`src/rtl/alu_arbiter_pkg.sv`:
```
// Shared types for the ALU arbiter: ALU mode codes, arbiter FSM states and a tag-width helper.
package alu_arbiter_pkg;

  localparam int DATA_W = 8;

  typedef enum logic [7:0] {
    ALU_NON = 8'h00,
    ALU_ADD = 8'h01,
    ALU_SUB = 8'h02,
    ALU_AND = 8'h03,
    ALU_OR  = 8'h04,
    ALU_XOR = 8'h05,
    ALU_SHL = 8'h06,
    ALU_SHR = 8'h07
  } alu_mode_e;

  typedef enum logic [1:0] {IDLE, ISSUE, CAPTURE, ERR} arb_state_e;

  // A single requester still needs a one-bit tag.
  function automatic int id_width(input int n);
    return (n > 1) ? $clog2(n) : 1;
  endfunction

endpackage

```
`src/rtl/alu_arbiter_if.sv`:
```
// Requester-side request/response bus of the ALU arbiter.
interface alu_arbiter_if #(
  parameter int NUM_REQ = 2,
  parameter int ID_W    = alu_arbiter_pkg::id_width(NUM_REQ)
);
  logic [NUM_REQ-1:0]   req_valid;
  logic [NUM_REQ-1:0]   req_ready;
  logic [NUM_REQ*8-1:0] req_mode;
  logic [NUM_REQ*8-1:0] req_a;
  logic [NUM_REQ*8-1:0] req_b;
  logic                 resp_valid;
  logic [ID_W-1:0]      resp_id;
  logic [7:0]           resp_out;
  logic                 resp_carry;
  logic                 resp_zero;
  logic                 resp_err;

  modport master (
    output req_valid, req_mode, req_a, req_b,
    input  req_ready, resp_valid, resp_id, resp_out, resp_carry, resp_zero, resp_err
  );

  modport slave (
    input  req_valid, req_mode, req_a, req_b,
    output req_ready, resp_valid, resp_id, resp_out, resp_carry, resp_zero, resp_err
  );
endinterface

```
`src/rtl/alu_arbiter_rr.sv`:
```
// Combinational round-robin picker: grants the first valid index after ptr, wrapping at N.
module alu_arbiter_rr #(
  parameter int N  = 2,
  parameter int IW = 1
) (
  input  logic [N-1:0]  valid,
  input  logic [IW-1:0] ptr,
  output logic [N-1:0]  grant,
  output logic [IW-1:0] idx
);

  logic          found;
  logic [IW-1:0] cand;

  always_comb begin
    grant = '0;
    idx   = '0;
    found = 1'b0;
    cand  = '0;
    for (int k = 1; k <= N; k++) begin
      cand = IW'((int'(ptr) + k) % N);
      if (!found && valid[cand]) begin
        found       = 1'b1;
        grant[cand] = 1'b1;
        idx         = cand;
      end
    end
  end

endmodule

```
`src/rtl/alu_arbiter.sv`:
```
// Shares one 8-bit ALU between NUM_REQ requesters: round-robin accept, issue, capture, tagged response.
//  state   | meaning
//  IDLE    | waiting; grants one valid requester and latches its op
//  ISSUE   | ALU mode/operands driven for one cycle
//  CAPTURE | mode back to NON, ALU results registered into resp_*
//  ERR     | NON-mode request; error response without touching the ALU
module alu_arbiter
  import alu_arbiter_pkg::*;
#(
  parameter int NUM_REQ = 2,
  parameter int ID_W    = id_width(NUM_REQ)
) (
  input  logic              clk,
  input  logic              reset,
  alu_arbiter_if.slave      bus,
  output logic [7:0]        alu_a,
  output logic [7:0]        alu_b,
  output logic [7:0]        alu_mode,
  output logic              alu_reset,
  input  logic [7:0]        alu_out,
  input  logic              alu_carry,
  input  logic              alu_zero
);

  arb_state_e        state_q, state_d;
  logic [ID_W-1:0]   rr_ptr_q, rr_ptr_d;
  logic [ID_W-1:0]   gnt_q, gnt_d;
  logic [7:0]        alu_a_q, alu_a_d, alu_b_q, alu_b_d;
  alu_mode_e         alu_mode_q, alu_mode_d;
  logic              resp_valid_q, resp_valid_d;
  logic [ID_W-1:0]   resp_id_q, resp_id_d;
  logic [7:0]        resp_out_q, resp_out_d;
  logic              resp_carry_q, resp_carry_d;
  logic              resp_zero_q, resp_zero_d;
  logic              resp_err_q, resp_err_d;

  logic [NUM_REQ-1:0] gnt_vec;
  logic [ID_W-1:0]    gnt_idx;
  logic [7:0]         sel_mode, sel_a, sel_b;

  alu_arbiter_rr #(.N(NUM_REQ), .IW(ID_W)) u_rr (
    .valid (bus.req_valid),
    .ptr   (rr_ptr_q),
    .grant (gnt_vec),
    .idx   (gnt_idx)
  );

  always_comb begin
    sel_mode = '0;
    sel_a    = '0;
    sel_b    = '0;
    for (int i = 0; i < NUM_REQ; i++) begin
      if (gnt_vec[i]) begin
        sel_mode = bus.req_mode[8*i +: 8];
        sel_a    = bus.req_a[8*i +: 8];
        sel_b    = bus.req_b[8*i +: 8];
      end
    end
  end

  always_comb begin
    state_d      = state_q;
    rr_ptr_d     = rr_ptr_q;
    gnt_d        = gnt_q;
    alu_a_d      = alu_a_q;
    alu_b_d      = alu_b_q;
    alu_mode_d   = alu_mode_q;
    resp_valid_d = 1'b0;
    resp_id_d    = resp_id_q;
    resp_out_d   = resp_out_q;
    resp_carry_d = resp_carry_q;
    resp_zero_d  = resp_zero_q;
    resp_err_d   = resp_err_q;
    case (state_q)
      IDLE: begin
        if (|bus.req_valid) begin
          rr_ptr_d = gnt_idx;
          gnt_d    = gnt_idx;
          // A NON request never reaches the ALU, so its last mode and flags survive.
          if (sel_mode == ALU_NON) begin
            state_d = ERR;
          end else begin
            state_d    = ISSUE;
            alu_a_d    = sel_a;
            alu_b_d    = sel_b;
            alu_mode_d = alu_mode_e'(sel_mode);
          end
        end
      end
      ISSUE: begin
        alu_mode_d = ALU_NON;
        state_d    = CAPTURE;
      end
      CAPTURE: begin
        resp_valid_d = 1'b1;
        resp_id_d    = gnt_q;
        resp_out_d   = alu_out;
        resp_carry_d = alu_carry;
        resp_zero_d  = alu_zero;
        resp_err_d   = 1'b0;
        state_d      = IDLE;
      end
      ERR: begin
        resp_valid_d = 1'b1;
        resp_id_d    = gnt_q;
        resp_out_d   = '0;
        resp_carry_d = 1'b0;
        resp_zero_d  = 1'b0;
        resp_err_d   = 1'b1;
        state_d      = IDLE;
      end
      default: state_d = IDLE;
    endcase
  end

  always_ff @(posedge clk) begin
    if (reset) begin
      state_q      <= IDLE;
      rr_ptr_q     <= ID_W'(NUM_REQ - 1);
      gnt_q        <= '0;
      alu_a_q      <= '0;
      alu_b_q      <= '0;
      alu_mode_q   <= ALU_NON;
      resp_valid_q <= 1'b0;
      resp_id_q    <= '0;
      resp_out_q   <= '0;
      resp_carry_q <= 1'b0;
      resp_zero_q  <= 1'b0;
      resp_err_q   <= 1'b0;
    end else begin
      state_q      <= state_d;
      rr_ptr_q     <= rr_ptr_d;
      gnt_q        <= gnt_d;
      alu_a_q      <= alu_a_d;
      alu_b_q      <= alu_b_d;
      alu_mode_q   <= alu_mode_d;
      resp_valid_q <= resp_valid_d;
      resp_id_q    <= resp_id_d;
      resp_out_q   <= resp_out_d;
      resp_carry_q <= resp_carry_d;
      resp_zero_q  <= resp_zero_d;
      resp_err_q   <= resp_err_d;
    end
  end

  assign bus.req_ready  = (state_q == IDLE && !reset) ? gnt_vec : '0;
  assign bus.resp_valid = resp_valid_q;
  assign bus.resp_id    = resp_id_q;
  assign bus.resp_out   = resp_out_q;
  assign bus.resp_carry = resp_carry_q;
  assign bus.resp_zero  = resp_zero_q;
  assign bus.resp_err   = resp_err_q;
  assign alu_a          = alu_a_q;
  assign alu_b          = alu_b_q;
  assign alu_mode       = alu_mode_q;
  assign alu_reset      = reset;

endmodule

```
`src/flat_wrapper.sv`:
```
// flat-port wrapper written by rule: the top's interface ports become plain ports
module alu_arbiter_flat import alu_arbiter_pkg::*;
#(
  parameter int NUM_REQ = 2,
  parameter int ID_W    = id_width(NUM_REQ)
)
  (clk, reset, alu_a, alu_b, alu_mode, alu_reset, alu_out, alu_carry, alu_zero, bus_req_valid, bus_req_mode, bus_req_a, bus_req_b, bus_req_ready, bus_resp_valid, bus_resp_id, bus_resp_out, bus_resp_carry, bus_resp_zero, bus_resp_err);
  alu_arbiter_if #(.NUM_REQ(NUM_REQ), .ID_W(ID_W)) bus_i ();
  input  logic clk;
  input  logic reset;
  output logic [7:0] alu_a;
  output logic [7:0] alu_b;
  output logic [7:0] alu_mode;
  output logic alu_reset;
  input  logic [7:0] alu_out;
  input  logic alu_carry;
  input  logic alu_zero;
  input wire logic [$bits(bus_i.req_valid)-1:0] bus_req_valid;
  input wire logic [$bits(bus_i.req_mode)-1:0] bus_req_mode;
  input wire logic [$bits(bus_i.req_a)-1:0] bus_req_a;
  input wire logic [$bits(bus_i.req_b)-1:0] bus_req_b;
  output wire logic [$bits(bus_i.req_ready)-1:0] bus_req_ready;
  output wire logic [$bits(bus_i.resp_valid)-1:0] bus_resp_valid;
  output wire logic [$bits(bus_i.resp_id)-1:0] bus_resp_id;
  output wire logic [$bits(bus_i.resp_out)-1:0] bus_resp_out;
  output wire logic [$bits(bus_i.resp_carry)-1:0] bus_resp_carry;
  output wire logic [$bits(bus_i.resp_zero)-1:0] bus_resp_zero;
  output wire logic [$bits(bus_i.resp_err)-1:0] bus_resp_err;
  assign bus_i.req_valid = bus_req_valid;
  assign bus_i.req_mode = bus_req_mode;
  assign bus_i.req_a = bus_req_a;
  assign bus_i.req_b = bus_req_b;
  assign bus_req_ready = bus_i.req_ready;
  assign bus_resp_valid = bus_i.resp_valid;
  assign bus_resp_id = bus_i.resp_id;
  assign bus_resp_out = bus_i.resp_out;
  assign bus_resp_carry = bus_i.resp_carry;
  assign bus_resp_zero = bus_i.resp_zero;
  assign bus_resp_err = bus_i.resp_err;
  alu_arbiter #(.NUM_REQ(NUM_REQ), .ID_W(ID_W)) u_core (.clk(clk), .reset(reset), .bus(bus_i), .alu_a(alu_a), .alu_b(alu_b), .alu_mode(alu_mode), .alu_reset(alu_reset), .alu_out(alu_out), .alu_carry(alu_carry), .alu_zero(alu_zero));
endmodule
```
`config.mk`:
```
export PLATFORM = sky130hd
export DESIGN_NAME = alu_arbiter_flat
export DESIGN_NICKNAME = d
export VERILOG_FILES = /design/src/rtl/alu_arbiter_pkg.sv /design/src/rtl/alu_arbiter_if.sv /design/src/rtl/alu_arbiter_rr.sv /design/src/rtl/alu_arbiter.sv /design/src/flat_wrapper.sv
export SDC_FILE = /design/constraint.sdc
export NUM_CORES = 1
export LEC_CHECK = 0
export CAP_MARGIN = 20
export CORE_ASPECT_RATIO = 1.1
export CORE_MARGIN = 2
export CORE_UTILIZATION = 30
export DETAILED_ROUTE_END_ITERATION = 8
export PLACE_DENSITY_LB_ADDON = 0.15
export RECOVER_POWER = 50
export SETUP_SLACK_MARGIN = 0.02
export SYNTH_ARGS = -nofsm -noshare
export SYNTH_HDL_FRONTEND = slang
export SYNTH_SLANG_ARGS = --single-unit
export TNS_END_PERCENT = 30
```
`constraint.sdc`:
```
create_clock -name clk -period 2.6 [get_ports clk]
set_input_delay 0.78 -clock clk [delete_from_list [all_inputs] [get_ports clk]]
set_output_delay 0.78 -clock clk [all_outputs]
set_load 0.005 [all_outputs]
```
==> impl_metrics.tcl <==
set metrics [dict create \
    outcome "completed" \
    cts_tree "yes" \
    endpoint_kind "output pin" \
    antenna_found_initial 0 \
    ys_types 36 \
    setup_viol_count_final 0 \
    maxSlewHeadroom_pct 40.1 \
    post-cts-setup-buffers 0 \
    routed_via_density 5.38 \
    max_freq_mhz 391 \
    clkTransAtPathRegs_ns 0.08 \
    placed_cell_area_um2 3270 \
    grt_pass1_wl_mm 10.4 \
    rows 31 \
    finalNetCount 384 \
    die_y_um 90.5 \
    drtPass1Iterations 4 \
    finalMaxSlewViolations 0 \
    mostFrequentLayoutCell "clkdlybuf4s50_1" \
    skew_ns 0.00698 \
    ir_worst_vdd_uv 336 \
    start_kind "primary input" \
    crit_arrival_ns 1.78 \
    final_cell_mix "clkdlybuf4s50_1, dfxtp_1, nor2_1, dlygate4sd3_1, a21oi_1" \
    cellLeakagePower_nw 1.25 \
    cp_max_fo 17 \
    initial_core_util_pct 31.0 \
    crit_type "in -> out" \
    syn_area_um2 2040 \
    wire_per_inst_um 16.0 \
    stdcell_area_um2 3380 \
    synth_nets 276 \
    worst_hold_path_type "reg -> reg" \
    cts_sinks 41 \
    rsz0062_at_grt "yes" \
    fin_tns_setup_ns 0 \
    die_x_um 82.7 \
    gp_congestion 0.742 \
    drt-initial-drc-count 70 \
    final-hold-violation-count 0 \
    cts_buffers 5 \
    worstSkewPairLatency_ns 0.29 \
    slowest_delay_ns 0.51 \
    grt_max_degree 27 \
    dieArea_um2 7480 \
    routed_wl_mm 6.47 \
    drtAntennaViolNets 0 \
    port_buffers 101 \
    core_area_um2 6590 \
    synthCells 214 \
    route.detailed.drc 0 \
    h-tree-depth 2 \
    gr-total-overflow 0 \
    power.total_w 0.00169 \
    path_cells "dlygate4sd2_1, buf_12, clkdlybuf4s50_1" \
    ys_seq_elements 41 \
    clockBufferDepth 2 \
    drive_gt1_share_pct 15.5 \
    diodes 0 \
    routed-via-count 2177 \
    dpl.hpwl_mm 4.49 \
    num_io_pins 102 \
    cts_root_buffer "clkbuf_8" \
    seq_area_frac_synth_pct 40.2 \
    yosysWarnings 0 \
    critPathTopFamily "buffers and inverters" \
    track_usage_pct 17.6 \
    syn_to_final_growth_pct 65.4 \
    grt_pass1_vias 2170 \
    post-place-ws_ns -0.427 \
    fin_ws_ns 0.0405 \
    maxCapViolCount 0 \
    holdWs_ns 0.469 \
    cp_num_buf_inv 3 \
    fin_crit_sh_pct 98.4 \
    power_density_nw_per_um2 500 \
    min_period_ns 2.56 \
    worstPathRequired_ns 1.82 \
    avgSynthCellArea_um2 9.54 \
    worst_pin_slew_ns 0.898 \
    slowest_stage "clkdlybuf4s50_1" \
]
worst min-delay path: cells and delay by family, from the launching register on:
family | cells | cell delay [ns]
AND/OR/NAND/NOR | 1 | 0.05
flip-flops | 1 | 0.32
AO/OA/AOI/OAI | 1 | 0.05
cell type report:
cell class              instances  area (um^2)
multi-input cells             145         1070
inverters                       2         7.51
flip-flops and latches         41          821
clock inverters                 3         46.3
repair buffers                127         1260
fillers                       649         3220
well taps                      82          103
clock buffers                   5         68.8
state kept, by name, summed over array words and instances, names as in the netlist:
signal and count:
u_core.alu_mode 8, u_core.state_q 2, u_core.alu_a 8, u_core.gnt_q 1, u_core.bus.resp_carry 1, u_core.bus.resp_id 1, u_core.rr_ptr_q 1, u_core.alu_b 8
u_core.bus.resp_err 1, u_core.bus.resp_valid 1, u_core.bus.resp_out 8, u_core.bus.resp_zero 1
kinds of logic after synthesis:
family,count (synthesis),share of synthesized area [%]
buf+inv,28,7.48
flops,41,40.2
mux,2,0.980
compound gates,101,41.1
simple gates,42,10.3
power by group:
part / switching, W / internal, W / leakage (nW)
logic: 0.000208 / 0.000263 / 0.857
clock network: 0.000231 / 0.000287 / 0.0543
registers: 0.0000250 / 0.000672 / 0.335
metrics by stage:
stage	utilization, %	std cells
2_1_floorplan	-	214
3_3_place_gp	49.5	396
3_5_place_dp	49.5	396
4_1_cts	51.8	405
5_1_grt	51.2	405
6_report	51.2	405
synthesized netlist by cell type:
library cell | instances | area [um^2]
nor2b_1 | 1 | 6.26
a22oi_1 | 10 | 75.1
nand2b_1 | 1 | 6.26
nor3_2 | 1 | 10.0
inv_1 | 2 | 7.51
or2_2 | 1 | 6.26
o211a_1 | 1 | 10.0
or4_4 | 3 | 33.8
or2_1 | 1 | 6.26
mux2i_1 | 2 | 20.0
buf_2 | 5 | 25.0
o211ai_1 | 11 | 82.6
a31oi_1 | 1 | 6.26
a21boi_2 | 1 | 11.3
o221ai_1 | 15 | 131
or3_1 | 1 | 6.26
nor2_2 | 1 | 6.26
a32oi_1 | 8 | 70.1
a31o_1 | 8 | 70.1
a32o_1 | 16 | 160
a21oi_1 | 19 | 95.1
nor3_1 | 1 | 5.00
nor2_1 | 27 | 101
o21a_1 | 2 | 15.0
buf_6 | 5 | 56.3
or4_1 | 1 | 7.51
o21ai_1 | 1 | 5.00
o211ai_2 | 6 | 75.1
nand2_1 | 2 | 7.51
o21ai_4 | 1 | 16.3
o221ai_2 | 1 | 15.0
dfxtp_1 | 41 | 821
buf_1 | 2 | 7.51
buf_4 | 1 | 7.51
clkbuf_1 | 13 | 48.8
nand3b_1 | 1 | 7.51
metal layers:
| metal | up-vias | routed length [um] | track usage [%] |
|---|---|---|---|
| li1 | 1071 | - | - |
| met5 | - | 0 | 0 |
| met1 | 1024 | 3040 | 23.5 |
| met3 | 7 | 496 | 4.60 |
| met2 | 75 | 2850 | 27.3 |
| met4 | 0 | 82 | 5.60 |
path summary, 6_finish.rpt:
check	start	endpoint	slack (ns)	cells after the start
min reg2reg	u_core.gnt_q	u_core.gnt_q	0.47	2
max	reset	alu_reset	0.04	3
max reg2reg	u_core.state_q[1]	u_core.alu_mode[3]	0.76	4
min	u_core.gnt_q	u_core.gnt_q	0.47	2
what timing repair did:
action,in CTS,in global routing
endpoints found under the setup margin,3,2
cloned,1,0
resized for setup,10,2
hold buffers,0,0
No activity file was read; power rests on OpenSTA's default activity.
